## src/rtl/note_sequencer.sv

```systemverilog
// note_sequencer: one round of the guitar game.
// Sequences a 4-beat count-in, beat-timed note scrolling down each lane,
// judging of strums against the strike row (row 0), and score/miss totals.
// Optional build macro COMBO_EN: tracks a hit streak in combo, and a hit
// made while the streak is already 8 or more is worth 2 points.
// With COMBO_EN undefined, combo stays 0 and every hit is worth 1 point.
module note_sequencer #(
    parameter int NUM_LANES = 4,
    parameter int DEPTH     = 8,
    parameter int TEMPO_DIV = 3_000_000,
    parameter int SONG_LEN  = 32,
    parameter int ADDR_W    = 5,
    parameter int SCORE_W   = 8
) (
    input  logic                         clk,
    input  logic                         n_rst,
    input  logic [2:0]                   mode,
    input  logic [NUM_LANES-1:0]         lane_btn,
    input  logic [NUM_LANES-1:0]         pattern,
    output logic [ADDR_W-1:0]            pattern_addr,
    output logic [NUM_LANES*DEPTH-1:0]   disp,
    output logic [SCORE_W-1:0]           score,
    output logic [SCORE_W-1:0]           misses,
    output logic [SCORE_W-1:0]           combo,
    output logic                         hit,
    output logic                         miss,
    output logic                         done,
    output logic                         beat
);

    localparam int DIV_W = (TEMPO_DIV > 1) ? $clog2(TEMPO_DIV) : 1;
    localparam int CNT_W = $clog2(2 * NUM_LANES + 1);
    localparam int SUM_W = SCORE_W + CNT_W;
    localparam logic [DIV_W-1:0]   DIV_MAX   = DIV_W'(TEMPO_DIV - 1);
    localparam logic [ADDR_W-1:0]  IDX_LAST  = ADDR_W'(SONG_LEN - 1);
    localparam logic [SCORE_W-1:0] SCORE_MAX = '1;

    typedef enum logic [2:0] {
        S_IDLE  = 3'd0,
        S_COUNT = 3'd1,
        S_PLAY  = 3'd2,
        S_DRAIN = 3'd3,
        S_DONE  = 3'd4
    } state_t;

    state_t                       r_state;
    state_t                       w_state_nxt;

    logic [DIV_W-1:0]             r_div;
    logic [1:0]                   r_cnt;
    logic [ADDR_W-1:0]            r_idx;
    logic [NUM_LANES*DEPTH-1:0]   r_disp;
    logic [SCORE_W-1:0]           r_score;
    logic [SCORE_W-1:0]           r_misses;
    logic [SCORE_W-1:0]           r_combo;
    logic                         r_hit;
    logic                         r_miss;
    logic                         r_done;
    logic                         r_beat;

    logic                         w_mode_play;
    logic                         w_mode_pause;
    logic                         w_mode_idle;
    logic                         w_active;
    logic                         w_run;
    logic                         w_tick;
    logic                         w_judge;
    logic                         w_shift;
    logic                         w_load;

    logic [NUM_LANES-1:0]         w_row0;
    logic [NUM_LANES-1:0]         w_press;
    logic [NUM_LANES-1:0]         w_hit_vec;
    logic [NUM_LANES-1:0]         w_miss_vec;
    logic [NUM_LANES*DEPTH-1:0]   w_disp_nxt;
    logic [CNT_W-1:0]             w_nhit;
    logic [CNT_W-1:0]             w_nmiss;
    logic [CNT_W-1:0]             w_score_inc;
    logic [SCORE_W-1:0]           w_combo_nxt;

    function automatic logic [CNT_W-1:0] popcount(input logic [NUM_LANES-1:0] v);
        logic [CNT_W-1:0] n;
        n = '0;
        for (int i = 0; i < NUM_LANES; i++) begin
            n = n + CNT_W'(v[i]);
        end
        return n;
    endfunction

    function automatic logic [SCORE_W-1:0] sat_add(input logic [SCORE_W-1:0] a,
                                                   input logic [CNT_W-1:0]   b);
        logic [SUM_W-1:0] s;
        s = SUM_W'(a) + SUM_W'(b);
        if (s > SUM_W'(SCORE_MAX)) begin
            return SCORE_MAX;
        end
        return s[SCORE_W-1:0];
    endfunction

    // Anything other than a clean PLAY or PAUSE code behaves as IDLE.
    assign w_mode_play  = (mode == 3'b010);
    assign w_mode_pause = (mode == 3'b100);
    assign w_mode_idle  = !(w_mode_play || w_mode_pause);

    // State register.
    always_ff @(posedge clk or negedge n_rst) begin
        if (!n_rst) begin
            r_state <= S_IDLE;
        end else begin
            r_state <= w_state_nxt;
        end
    end

    // Next-state logic; an IDLE mode aborts the round from any state.
    always_comb begin
        w_state_nxt = r_state;
        if (r_state != S_IDLE && w_mode_idle) begin
            w_state_nxt = S_IDLE;
        end else begin
            case (r_state)
                S_IDLE:  if (w_mode_play)                      w_state_nxt = S_COUNT;
                S_COUNT: if (w_tick && r_cnt == 2'd3)          w_state_nxt = S_PLAY;
                S_PLAY:  if (w_shift && r_idx == IDX_LAST)     w_state_nxt = S_DRAIN;
                S_DRAIN: if (w_shift && w_disp_nxt == '0)      w_state_nxt = S_DONE;
                default: ;
            endcase
        end
    end

    // State decode: the divider only runs while a round is live and unpaused.
    always_comb begin
        w_active = (r_state == S_COUNT) || (r_state == S_PLAY) || (r_state == S_DRAIN);
        w_run    = w_active && w_mode_play;
        w_tick   = w_run && (r_div == DIV_MAX);
        w_judge  = w_mode_play && ((r_state == S_PLAY) || (r_state == S_DRAIN));
        w_shift  = w_tick && ((r_state == S_PLAY) || (r_state == S_DRAIN));
        w_load   = (r_state == S_PLAY);
    end

    // Per-lane image update: a hit clears the strike row, a tick scrolls down
    // and loads the top row (pattern while playing, empty while draining).
    for (genvar l = 0; l < NUM_LANES; l++) begin : g_lane
        logic [DEPTH-1:0] w_cur;
        logic [DEPTH-1:0] w_shifted;
        logic [DEPTH-1:0] w_held;
        assign w_cur     = r_disp[l*DEPTH +: DEPTH];
        assign w_row0[l] = w_cur[0];
        assign w_shifted = {w_load & pattern[l], w_cur[DEPTH-1:1]};
        assign w_held    = {w_cur[DEPTH-1:1], w_cur[0] & ~w_hit_vec[l]};
        assign w_disp_nxt[l*DEPTH +: DEPTH] = w_shift ? w_shifted : w_held;
    end

    // Judging against the pre-shift strike row; a note hit this cycle is
    // never also counted as a shift-out miss.
    always_comb begin
        w_press    = w_judge ? lane_btn : '0;
        w_hit_vec  = w_press & w_row0;
        w_miss_vec = (w_press & ~w_row0) | (w_shift ? (w_row0 & ~w_hit_vec) : '0);
        w_nhit     = popcount(w_hit_vec);
        w_nmiss    = popcount(w_miss_vec);
`ifdef COMBO_EN
        w_score_inc = (32'(r_combo) >= 32'd8) ? (w_nhit << 1) : w_nhit;
        w_combo_nxt = (|w_miss_vec) ? '0 : sat_add(r_combo, w_nhit);
`else
        w_score_inc = w_nhit;
        w_combo_nxt = '0;
`endif
    end

    // Round datapath; everything clears on the way into IDLE.
    always_ff @(posedge clk or negedge n_rst) begin
        if (!n_rst) begin
            r_div    <= '0;
            r_cnt    <= '0;
            r_idx    <= '0;
            r_disp   <= '0;
            r_score  <= '0;
            r_misses <= '0;
            r_combo  <= '0;
            r_hit    <= 1'b0;
            r_miss   <= 1'b0;
            r_done   <= 1'b0;
            r_beat   <= 1'b0;
        end else if (w_state_nxt == S_IDLE) begin
            r_div    <= '0;
            r_cnt    <= '0;
            r_idx    <= '0;
            r_disp   <= '0;
            r_score  <= '0;
            r_misses <= '0;
            r_combo  <= '0;
            r_hit    <= 1'b0;
            r_miss   <= 1'b0;
            r_done   <= 1'b0;
            r_beat   <= 1'b0;
        end else begin
            if (w_run) begin
                r_div <= w_tick ? '0 : r_div + DIV_W'(1);
            end
            if (w_tick && r_state == S_COUNT) begin
                r_cnt <= r_cnt + 2'd1;
            end
            if (w_shift && r_state == S_PLAY) begin
                r_idx <= r_idx + ADDR_W'(1);
            end
            r_disp   <= w_disp_nxt;
            r_score  <= sat_add(r_score, w_score_inc);
            r_misses <= sat_add(r_misses, w_nmiss);
            r_combo  <= w_combo_nxt;
            r_hit    <= |w_hit_vec;
            r_miss   <= |w_miss_vec;
            r_beat   <= w_tick;
            r_done   <= (w_state_nxt == S_DONE);
        end
    end

    assign pattern_addr = r_idx;
    assign disp         = r_disp;
    assign score        = r_score;
    assign misses       = r_misses;
    assign combo        = r_combo;
    assign hit          = r_hit;
    assign miss         = r_miss;
    assign done         = r_done;
    assign beat         = r_beat;

endmodule

```

## config.mk

```make
export PLATFORM = sky130hd
export DESIGN_NAME = note_sequencer
export DESIGN_NICKNAME = d
export VERILOG_FILES = /design/src/rtl/note_sequencer.sv
export SDC_FILE = /design/constraint.sdc
export NUM_CORES = 1
export LEC_CHECK = 0
export CORE_MARGIN = 3
export CORE_UTILIZATION = 53
export DETAILED_ROUTE_END_ITERATION = 12
export PLACE_DENSITY_LB_ADDON = 0.05
export SYNTH_ARGS = -nofsm -noshare
export SYNTH_HDL_FRONTEND = slang
export SYNTH_SLANG_ARGS = --single-unit
```

## constraint.sdc

```tcl
create_clock -name clk -period 4.5 [get_ports clk]
set_input_delay 0.9 -clock clk [delete_from_list [all_inputs] [get_ports clk]]
set_output_delay 0.9 -clock clk [all_outputs]
set_load 0.01 [all_outputs]
```

==> impl_metrics.json, run 1 <==
{
  "status": "finished, final reports clean",
  "area_delta_synth_final_pct": 21.7,
  "yosysTopAreaCellShare_pct": 47.4,
  "grt.met2_usage_pct": 35.0,
  "wirelength_um": 10600,
  "cp_num_cells": 11,
  "overflow": 0,
  "crit_buf_inv": 2,
  "cts.sinks": 84,
  "rsz0062_at_grt": "false",
  "fin_crit_sh_pct": 89.4,
  "nets": 579,
  "use_met3_pct": 6.68,
  "synth_cells": 495,
  "async_flop_share_pct": 100,
  "drv_slew": 0,
  "synthTopCellsByArea": "dfrtp_1 (47%), a21oi_1 (7.6%), nand2_1 (6.3%), nand3_1 (2.8%), nor4_1 (2.8%)",
  "synth_seq_area_share_pct": 47.4,
  "hold_path_depth": 2,
  "setup_ws_ns": 0.477,
  "grt_max_degree": 85,
  "hold_ws_ns": 0.550,
  "drive_above_1_share_pct": 6.26,
  "synth_ff_type": "dfrtp_1",
  "busiest_layer": "met2",
  "drc": 0,
  "cts_setup_buffers": 0,
  "worst_pin_slew_ns": 1.05,
  "synth-edff-count": 0,
  "port_buffers": 69,
  "rows": 32,
  "io_pins": 78,
  "cts_tree": "done",
  "cp_data_arrival_time_ns": 4.31,
  "relSlewSlack_pct": 30.1,
  "tns_ns": 0,
  "synth_most_common_cell": "dfrtp_1",
  "crit_slowest_cell": "or3b_2",
  "worstPathMaxFanout": 6,
  "vias_per_cell": 5.79,
  "grt_pass1_wl_um": 18000,
  "synth_cell_types": 46,
  "ys_seq_elements": 84,
  "layout.area.seq_sq_mm": 0.00210,
  "cts_resized": 0,
  "syn_area_sq_mm": 0.00444,
  "vias": 3824,
  "clk_path_buf_depth": 2,
  "cts_buffers": 9,
  "avgRoutedWirePerCell_um": 16.1,
  "cpPeakStageDelay_ns": 0.51,
  "synth_warnings": 0,
  "syn_avg_cell_area_sq_um": 8.97,
  "first_global_vias": 3729,
  "power_leakage_uw": 0.00213,
  "die_area_sq_mm": 0.00951,
  "synth_top_cells_by_count": "dfrtp_1 (84), nand2_1 (75), a21oi_1 (67), nor2_1 (29), nand3_1 (25)",
  "place_ws_ns": 0.110,
  "powerDensity_mw_per_mm2": 277,
  "drt-initial-drc-count": 160,
  "antenna_left": 0,
  "hold_class": "reg -> reg",
  "core_area_sq_mm": 0.00793,
  "antenna_found_initial": 0,
  "max_freq_mhz": 249,
  "critPathKind": "in -> reg",
  "grtUsageTotal_pct": 23.0,
  "fillCellCount": 664,
  "fin_util_pct": 68.2,
  "end_kind": "register",
  "cp_common_cell": "fa_1",
  "dr.pass1.iters": 4,
  "crit_required_ns": 4.78,
  "cts_hold_buf": 0,
  "cts-root-buf": "clkbuf_8",
  "vdd_drop_max_uv": 226,
  "dieHeight_um": 97.5,
  "hpwl_um": 7260,
  "diodes": 0,
  "setup_viol": 0,
  "skew_ns": 0.0136,
  "max_cap_viol_count": 0,
  "multi_input_area_sq_mm": 0.00215,
  "die_x_um": 97.5,
  "use_met1_pct": 31.4,
  "critPathTopFamily": "simple AND/OR/NAND/NOR gates",
  "path_cells": "clkdlybuf4s50_1, or3b_2, nor2_1, nand3_1, fa_1, fa_1, inv_1, fa_1, and3_1, nand3_1, a21oi_1",
  "dp.cells": 645,
  "finalHoldViolations": 0,
  "clk_pin_slew_ns": 0.09,
  "worstSetupStartpointType": "primary input",
  "initial_utilization_pct": 56.0,
  "r2r_cells": 12,
  "worstSkewPairLatency_ns": 0.36,
  "gp_congestion": 0.853,
  "yosysTopAreaCell": "dfrtp_1",
  "h-tree-depth": 3,
  "min_period_ns": 4.02,
  "final_cells": 661
}
[power breakdown]
part           total (uW)  switching (uW)  internal, uW
sequential            778            19.6           758
combinational         110            75.5          34.5
clock                 607             292           315
total                1490             387          1110
[logic make-up after synthesis]
family                   synth area share (%)
AND/OR/NAND/NOR                          24.7
AO/OA/AOI/OAI                            13.1
flip-flops                               47.4
buffers and inverters                    5.16
XOR/XNOR                                 4.34
adder cells (fa/ha/maj)                  4.40
multiplexers                            0.902
other                                  0.0845
[per-layer routing]
layer	vias to the layer above	wire [um]
li1	1843	-
met1	1865	4720
met2	104	5100
met3	12	683
met4	0	142
met5	-	0
[sequential cells by signal (all words and copies together) (netlist names)]
| signal | cells |
|---|---|
| miss | 1 |
| r_cnt | 2 |
| done | 1 |
| disp | 32 |
| r_div | 22 |
| score | 8 |
| r_state | 3 |
| pattern_addr | 5 |
| beat | 1 |
| hit | 1 |
| misses | 8 |
[path summary, 6_finish.rpt]
kind | slack [ns] | start | endpoint
worst min-delay path | 0.55 | r_cnt[1] | r_cnt[1]
worst max-delay path | 0.48 | mode[1] | score[1]
min in group asynchronous | 0.69 | n_rst | r_div[14]
worst max register to register | 0.52 | r_div[6] | misses[5]
max in group asynchronous | 3.11 | n_rst | score[3]
worst min register to register | 0.55 | r_cnt[1] | r_cnt[1]
[worst reg2reg max path, delay by kind of cell, from the launching register on]
family	cells	cell delay [ns]
AND/OR/NAND/NOR	5	1.55
AO/OA/AOI/OAI	2	0.29
flip-flops	1	0.44
adder cells (fa/ha/maj)	3	1.42
buffers and inverters	2	0.12
[layout make-up]
| cell class | instances | share of cell area (%) |
|---|---|---|
| Clock buffer | 9 | 2.29 |
| Clock inverter | 7 | 1.81 |
| Inverter | 16 | 1.11 |
| Multi-Input combinational cell | 367 | 39.8 |
| Sequential cell | 84 | 38.9 |
| Tap cell | 102 | 2.36 |
| Timing Repair Buffer | 76 | 13.7 |
[layout by cell type, fill, tap and decap left out, types with 5 or more instances in the layout]
cell / netlist / final
dfrtp_1: 84 / 84
nand2_1: 75 / 75
clkdlybuf4s50_1: 0 / 68
a21oi_1: 67 / 67
nor2_1: 29 / 29
nand3_1: 25 / 25
nor4_1: 20 / 19
inv_1: 16 / 16
nand4_1: 15 / 15
o21ai_0: 15 / 15
xor2_1: 12 / 12
nor3_1: 11 / 11
xnor2_1: 10 / 10
clkbuf_8: 0 / 9
conb_1: 1 / 8
buf_4: 8 / 8
and3_1: 7 / 7
fa_1: 6 / 6
ha_1: 6 / 6
a31oi_1: 5 / 5
[through the flow]
stage          instance area, sq um  total power, uW
2_1_floorplan                  4470              865
3_3_place_gp                   5180              902
3_5_place_dp                   5180              904
4_1_cts                        5400             1510
5_1_grt                        5400             1560
6_report                       5400             1490
Note: power is estimated with default switching activity, not from simulation.
==> run 2: changes to the inputs <==
--- a/config.mk
+++ b/config.mk
@@ -5,7 +5,6 @@
 export SDC_FILE = /design/constraint.sdc
 export NUM_CORES = 1
 export LEC_CHECK = 0
-export CORE_MARGIN = 3
 export CORE_UTILIZATION = 53
 export DETAILED_ROUTE_END_ITERATION = 12
 export PLACE_DENSITY_LB_ADDON = 0.05
==> impl_metrics.json, run 2 (same netlist as run 1, synthesis figures left out) <==
{
  "relSlewSlack_pct": 31.3,
  "drc": 0,
  "h-tree-depth": 3,
  "port_buffers": 69,
  "core_area_sq_mm": 0.00818,
  "avgRoutedWirePerCell_um": 15.7,
  "fin_crit_sh_pct": 90.0,
  "min_period_ns": 4.05,
  "crit_required_ns": 4.77,
  "fillCellCount": 720,
  "clockPowerShare_pct": 40.3,
  "rows": 33,
  "p_int_uw": 1120,
  "cts_buffers": 9,
  "p_seq_share_pct": 52.2,
  "grt_max_degree": 85,
  "area_delta_synth_final_pct": 22.1,
  "worst_pin_slew_ns": 1.03,
  "vias": 3890,
  "worstSkewPairLatency_ns": 0.35,
  "nets": 580,
  "cts.sinks": 84,
  "power.switching_uw": 370,
  "clk_pin_slew_ns": 0.09,
  "first_global_vias": 3551,
  "tns_ns": 0,
  "drv_slew": 0,
  "dr.pass1.iters": 4,
  "die_area_sq_mm": 0.00875,
  "cts_tree": "done",
  "diodes": 0,
  "wirelength_um": 10500,
  "setup_viol": 0,
  "cts_setup_buffers": 0,
  "swShare_pct": 24.8,
  "cts_resized": 0,
  "critPathKind": "in -> reg",
  "drt-initial-drc-count": 158,
  "cts-root-buf": "clkbuf_8",
  "finalHoldViolations": 0,
  "clk_path_buf_depth": 2,
  "die_x_um": 93.5,
  "status": "finished, final reports clean",
  "overflow": 0,
  "io_pins": 78,
  "rsz0062_at_grt": "false",
  "end_kind": "register",
  "power.total_uw": 1490,
  "rrSetupSlack_ns": 0.55,
  "initial_utilization_pct": 54.3,
  "hold_class": "reg -> reg",
  "max_cap_viol_count": 0,
  "skew_ns": 0.0112,
  "antenna_found_initial": 0,
  "hpwl_um": 7200,
  "grtUsageTotal_pct": 25.6,
  "grt_pass1_wl_um": 17400,
  "gp_congestion": 0.922,
  "vdd_drop_max_uv": 266,
  "cts_hold_buf": 0,
  "cp_data_arrival_time_ns": 4.32,
  "comb_power_share_pct": 7.5,
  "final_cell_mix": "dfrtp_1 (84), nand2_1 (75), clkdlybuf4s50_1 (68)",
  "antenna_left": 0,
  "power_leakage_uw": 0.00215,
  "final_common_cell": "dfrtp_1",
  "powerDensity_mw_per_mm2": 275,
  "vias_per_cell": 5.85,
  "worstSetupStartpointType": "primary input",
  "dieHeight_um": 93.5,
  "largest_reg_flops": 32,
  "worstPathMaxFanout": 6,
  "max_freq_mhz": 247,
  "drive_above_1_share_pct": 6.43
}
[run 2: changes by cell type in the layout (fill, tap and decap cells not counted)]
cell        change
inv_6           -2
clkinv_4        +2
clkbuf_8        +1
buf_4           +1
clkinv_2        +1
clkinvlp_4      -2
[run 2: layout make-up]
type	instances	area (sq um)	share of cell area, %
Timing Repair Buffer	77	748	13.8
Tap cell	105	131	2.42
Sequential cell	84	2100	38.8
Inverter	16	60.1	1.11
Multi-Input combinational cell	367	2150	39.7
Clock inverter	6	87.6	1.62
Clock buffer	10	138	2.54
[run 2: worst paths after layout]
| path | from | endpoint | cells past startpoint |
|---|---|---|---|
| setup / recovery | mode[1] | score[0] | 11 |
| hold / removal | r_div[21] | r_div[21] | 2 |
| setup reg to reg | r_div[6] | misses[0] | 13 |
| hold reg to reg | r_div[21] | r_div[21] | 2 |
| max in group asynchronous | n_rst | disp[4] | 1 |
| min in group asynchronous | n_rst | r_div[4] | 1 |
[run 2: per-stage QoR]
| step | cell area (sq um) | utilization [%] | hold slack, ns | cells | worst slack, ns |
|---|---|---|---|---|---|
| 2_1_floorplan | 4470 | - | 0.493 | 502 | 0.676 |
| 3_5_place_dp | 5190 | 63.5 | 0.531 | 649 | 0.103 |
| 4_1_cts | 5420 | 66.3 | 0.551 | 665 | 0.469 |
| 5_1_grt | 5420 | 66.3 | 0.571 | 665 | 0.234 |
| 6_report | 5420 | 66.3 | 0.552 | 665 | 0.449 |
| 3_3_place_gp | 5190 | 63.5 | 0.510 | 649 | 0.226 |
[run 2: layer usage]
layer / up-vias / part of all wire (%) / wire, um / GRT usage [%]
li1: 1835 / - / - / -
met1: 1953 / 46 / 4830 / 35.3
met2: 89 / 47 / 4950 / 40.0
met3: 13 / 5.0 / 526 / 4.96
met4: 0 / 1.5 / 156 / 9.49
met5: - / 0 / 0 / 0
[run 2: power by group through the flow]
stage / clock network (uW) / logic [uW] / registers, uW
after global placement: 0 / 110 / 792
after global routing: 642 / 124 / 780
after CTS: 612 / 112 / 777
after detailed placement: 0 / 112 / 792
after floorplan: 0 / 90.6 / 774
final: 601 / 111 / 778
[run 2: worst max-delay path, cell delays in order]
cell and delay, ns:
clkdlybuf4s50_1 0.51, or3b_2 0.52, nor2_1 0.32, nand3_1 0.20
fa_1 0.51, fa_1 0.39, inv_1 0.09, fa_1 0.25
and3_1 0.21, nand3_1 0.20, a21oi_1 0.21
==> run 3: changes to the inputs <==
--- a/config.mk
+++ b/config.mk
@@ -5,9 +5,11 @@
 export SDC_FILE = /design/constraint.sdc
 export NUM_CORES = 1
 export LEC_CHECK = 0
-export CORE_UTILIZATION = 53
+export ABC_CLOCK_PERIOD_IN_PS = 4500
+export CORE_UTILIZATION = 30
 export DETAILED_ROUTE_END_ITERATION = 12
 export PLACE_DENSITY_LB_ADDON = 0.05
+export REMOVE_ABC_BUFFERS = 1
 export SYNTH_ARGS = -nofsm -noshare
 export SYNTH_HDL_FRONTEND = slang
 export SYNTH_SLANG_ARGS = --single-unit
==> impl_metrics.json, run 3 (same netlist as run 1, synthesis figures left out) <==
{
  "nets": 580,
  "die_x_um": 124,
  "grt_max_degree": 61,
  "cts_tree": "done",
  "clockPowerShare_pct": 46.0,
  "setup_viol": 0,
  "vdd_drop_max_uv": 166,
  "die_area_sq_mm": 0.0153,
  "max_cap_viol_count": 0,
  "h-tree-depth": 3,
  "first_global_vias": 3748,
  "initial_utilization_pct": 30.7,
  "comb_power_share_pct": 6.9,
  "drive_above_1_share_pct": 6.25,
  "clk_pin_slew_ns": 0.06,
  "max_freq_mhz": 245,
  "use_met1_pct": 22.0,
  "finalHoldViolations": 0,
  "reg2reg_from": "r_div[6]",
  "cts_buffers": 9,
  "critPathKind": "in -> reg",
  "cts_setup_buffers": 0,
  "avgRoutedWirePerCell_um": 15.9,
  "rrSetupSlack_ns": 0.60,
  "power.total_uw": 1650,
  "gp_congestion": 0.719,
  "worstPathMaxFanout": 6,
  "antenna_left": 0,
  "vias": 3777,
  "skew_ns": 0.00805,
  "dieHeight_um": 124,
  "power_leakage_uw": 0.00218,
  "setup_ws_ns": 0.421,
  "hold_class": "reg -> reg",
  "grtUsageTotal_pct": 16.8,
  "final_common_cell": "dfrtp_1",
  "rr_endpoint": "misses[0]",
  "end_kind": "register",
  "wirelength_um": 11800,
  "p_int_uw": 1250,
  "antenna_found_initial": 0,
  "status": "finished, final reports clean",
  "worstSetupStartpointType": "primary input",
  "use_met3_pct": 3.89,
  "largest_reg_flops": 32,
  "fin_crit_sh_pct": 90.6,
  "swShare_pct": 24.2,
  "cts_hold_buf": 0,
  "cts.sinks": 84,
  "rsz0062_at_grt": "false",
  "grt_pass1_wl_um": 19600,
  "busiest_layer": "met2",
  "drt-initial-drc-count": 182,
  "rows": 44,
  "cp-startpoint": "mode[1]",
  "worstSkewPairLatency_ns": 0.34,
  "clk_path_buf_depth": 2,
  "fillCellCount": 1472,
  "powerDensity_mw_per_mm2": 295,
  "core_area_sq_mm": 0.0145,
  "dr.pass1.iters": 5,
  "crit_path_end": "score[2]",
  "power.switching_uw": 401,
  "place_ws_ns": 0.0199,
  "worst_pin_slew_ns": 0.904,
  "crit_required_ns": 4.76,
  "relSlewSlack_pct": 39.3,
  "p_seq_share_pct": 47.1,
  "port_buffers": 69,
  "area_delta_synth_final_pct": 26.1,
  "min_period_ns": 4.08,
  "io_pins": 78,
  "final_cell_mix": "dfrtp_1 (84), nand2_1 (75), clkdlybuf4s50_1 (68)",
  "cts-root-buf": "clkbuf_16",
  "drv_slew": 0,
  "cp_data_arrival_time_ns": 4.34,
  "vias_per_cell": 5.08,
  "cts_resized": 0,
  "overflow": 0,
  "hpwl_um": 8010,
  "drc": 0,
  "r2r_cells": 13,
  "diodes": 0,
  "grt.met2_usage_pct": 27.3
}
## run 3: worst min-delay path by stage
stage          depth (start not counted)      start  slack [ns]   endpoint
6_report                               2  r_div[21]        0.54  r_div[21]
5_1_grt                                2   r_cnt[1]        0.57   r_cnt[1]
4_1_cts                                2  r_div[21]        0.55  r_div[21]
3_5_place_dp                           2  r_div[21]        0.53  r_div[21]
3_3_place_gp                           2   r_cnt[1]        0.51   r_cnt[1]
2_1_floorplan                          2   r_cnt[1]        0.49   r_cnt[1]
## run 3: cell type report
type | instances | area, sq um | area share [%]
multi-input combinational | 367 | 2150 | 38.5
sequential | 84 | 2100 | 37.6
timing repair buffer | 77 | 748 | 13.4
clock buffer | 12 | 256 | 4.58
tap | 184 | 230 | 4.11
inverter | 16 | 60.1 | 1.07
clock inverter | 4 | 47.5 | 0.850
## run 3: worst max-delay path, stage by stage
cell             delay (ns)
clkdlybuf4s50_1        0.50
or3b_2                 0.52
nor2_1                 0.30
nand3_1                0.19
fa_1                   0.52
fa_1                   0.41
inv_1                  0.10
fa_1                   0.26
and3_1                 0.21
nand3_1                0.22
a21oi_1                0.20
## run 3: power by group through the flow
stage / Clock (uW) / Sequential (uW) / Combinational [uW]
3_5_place_dp: 0 / 793 / 118
2_1_floorplan: 0 / 787 / 61.5
3_3_place_gp: 0 / 793 / 118
5_1_grt: 816 / 783 / 130
6_report: 760 / 779 / 114
4_1_cts: 790 / 779 / 118
## run 3: per-stage QoR
step,hold WS [ns],TNS (ns),instances,area [sq um],util (%)
after detailed placement,0.533,0,728,5290,36.6
final,0.538,0,744,5600,38.7
after CTS,0.545,0,744,5600,38.7
after global routing,0.573,0,744,5600,38.7
after floorplan,0.493,-0.258,467,4300,-
after global placement,0.511,0,728,5290,36.6
## run 3: routing by layer
metal	up-vias	part of all wire [%]
met5	-	0
met2	56	48
met4	0	1.4
li1	1846	-
met1	1864	48
met3	11	3.0
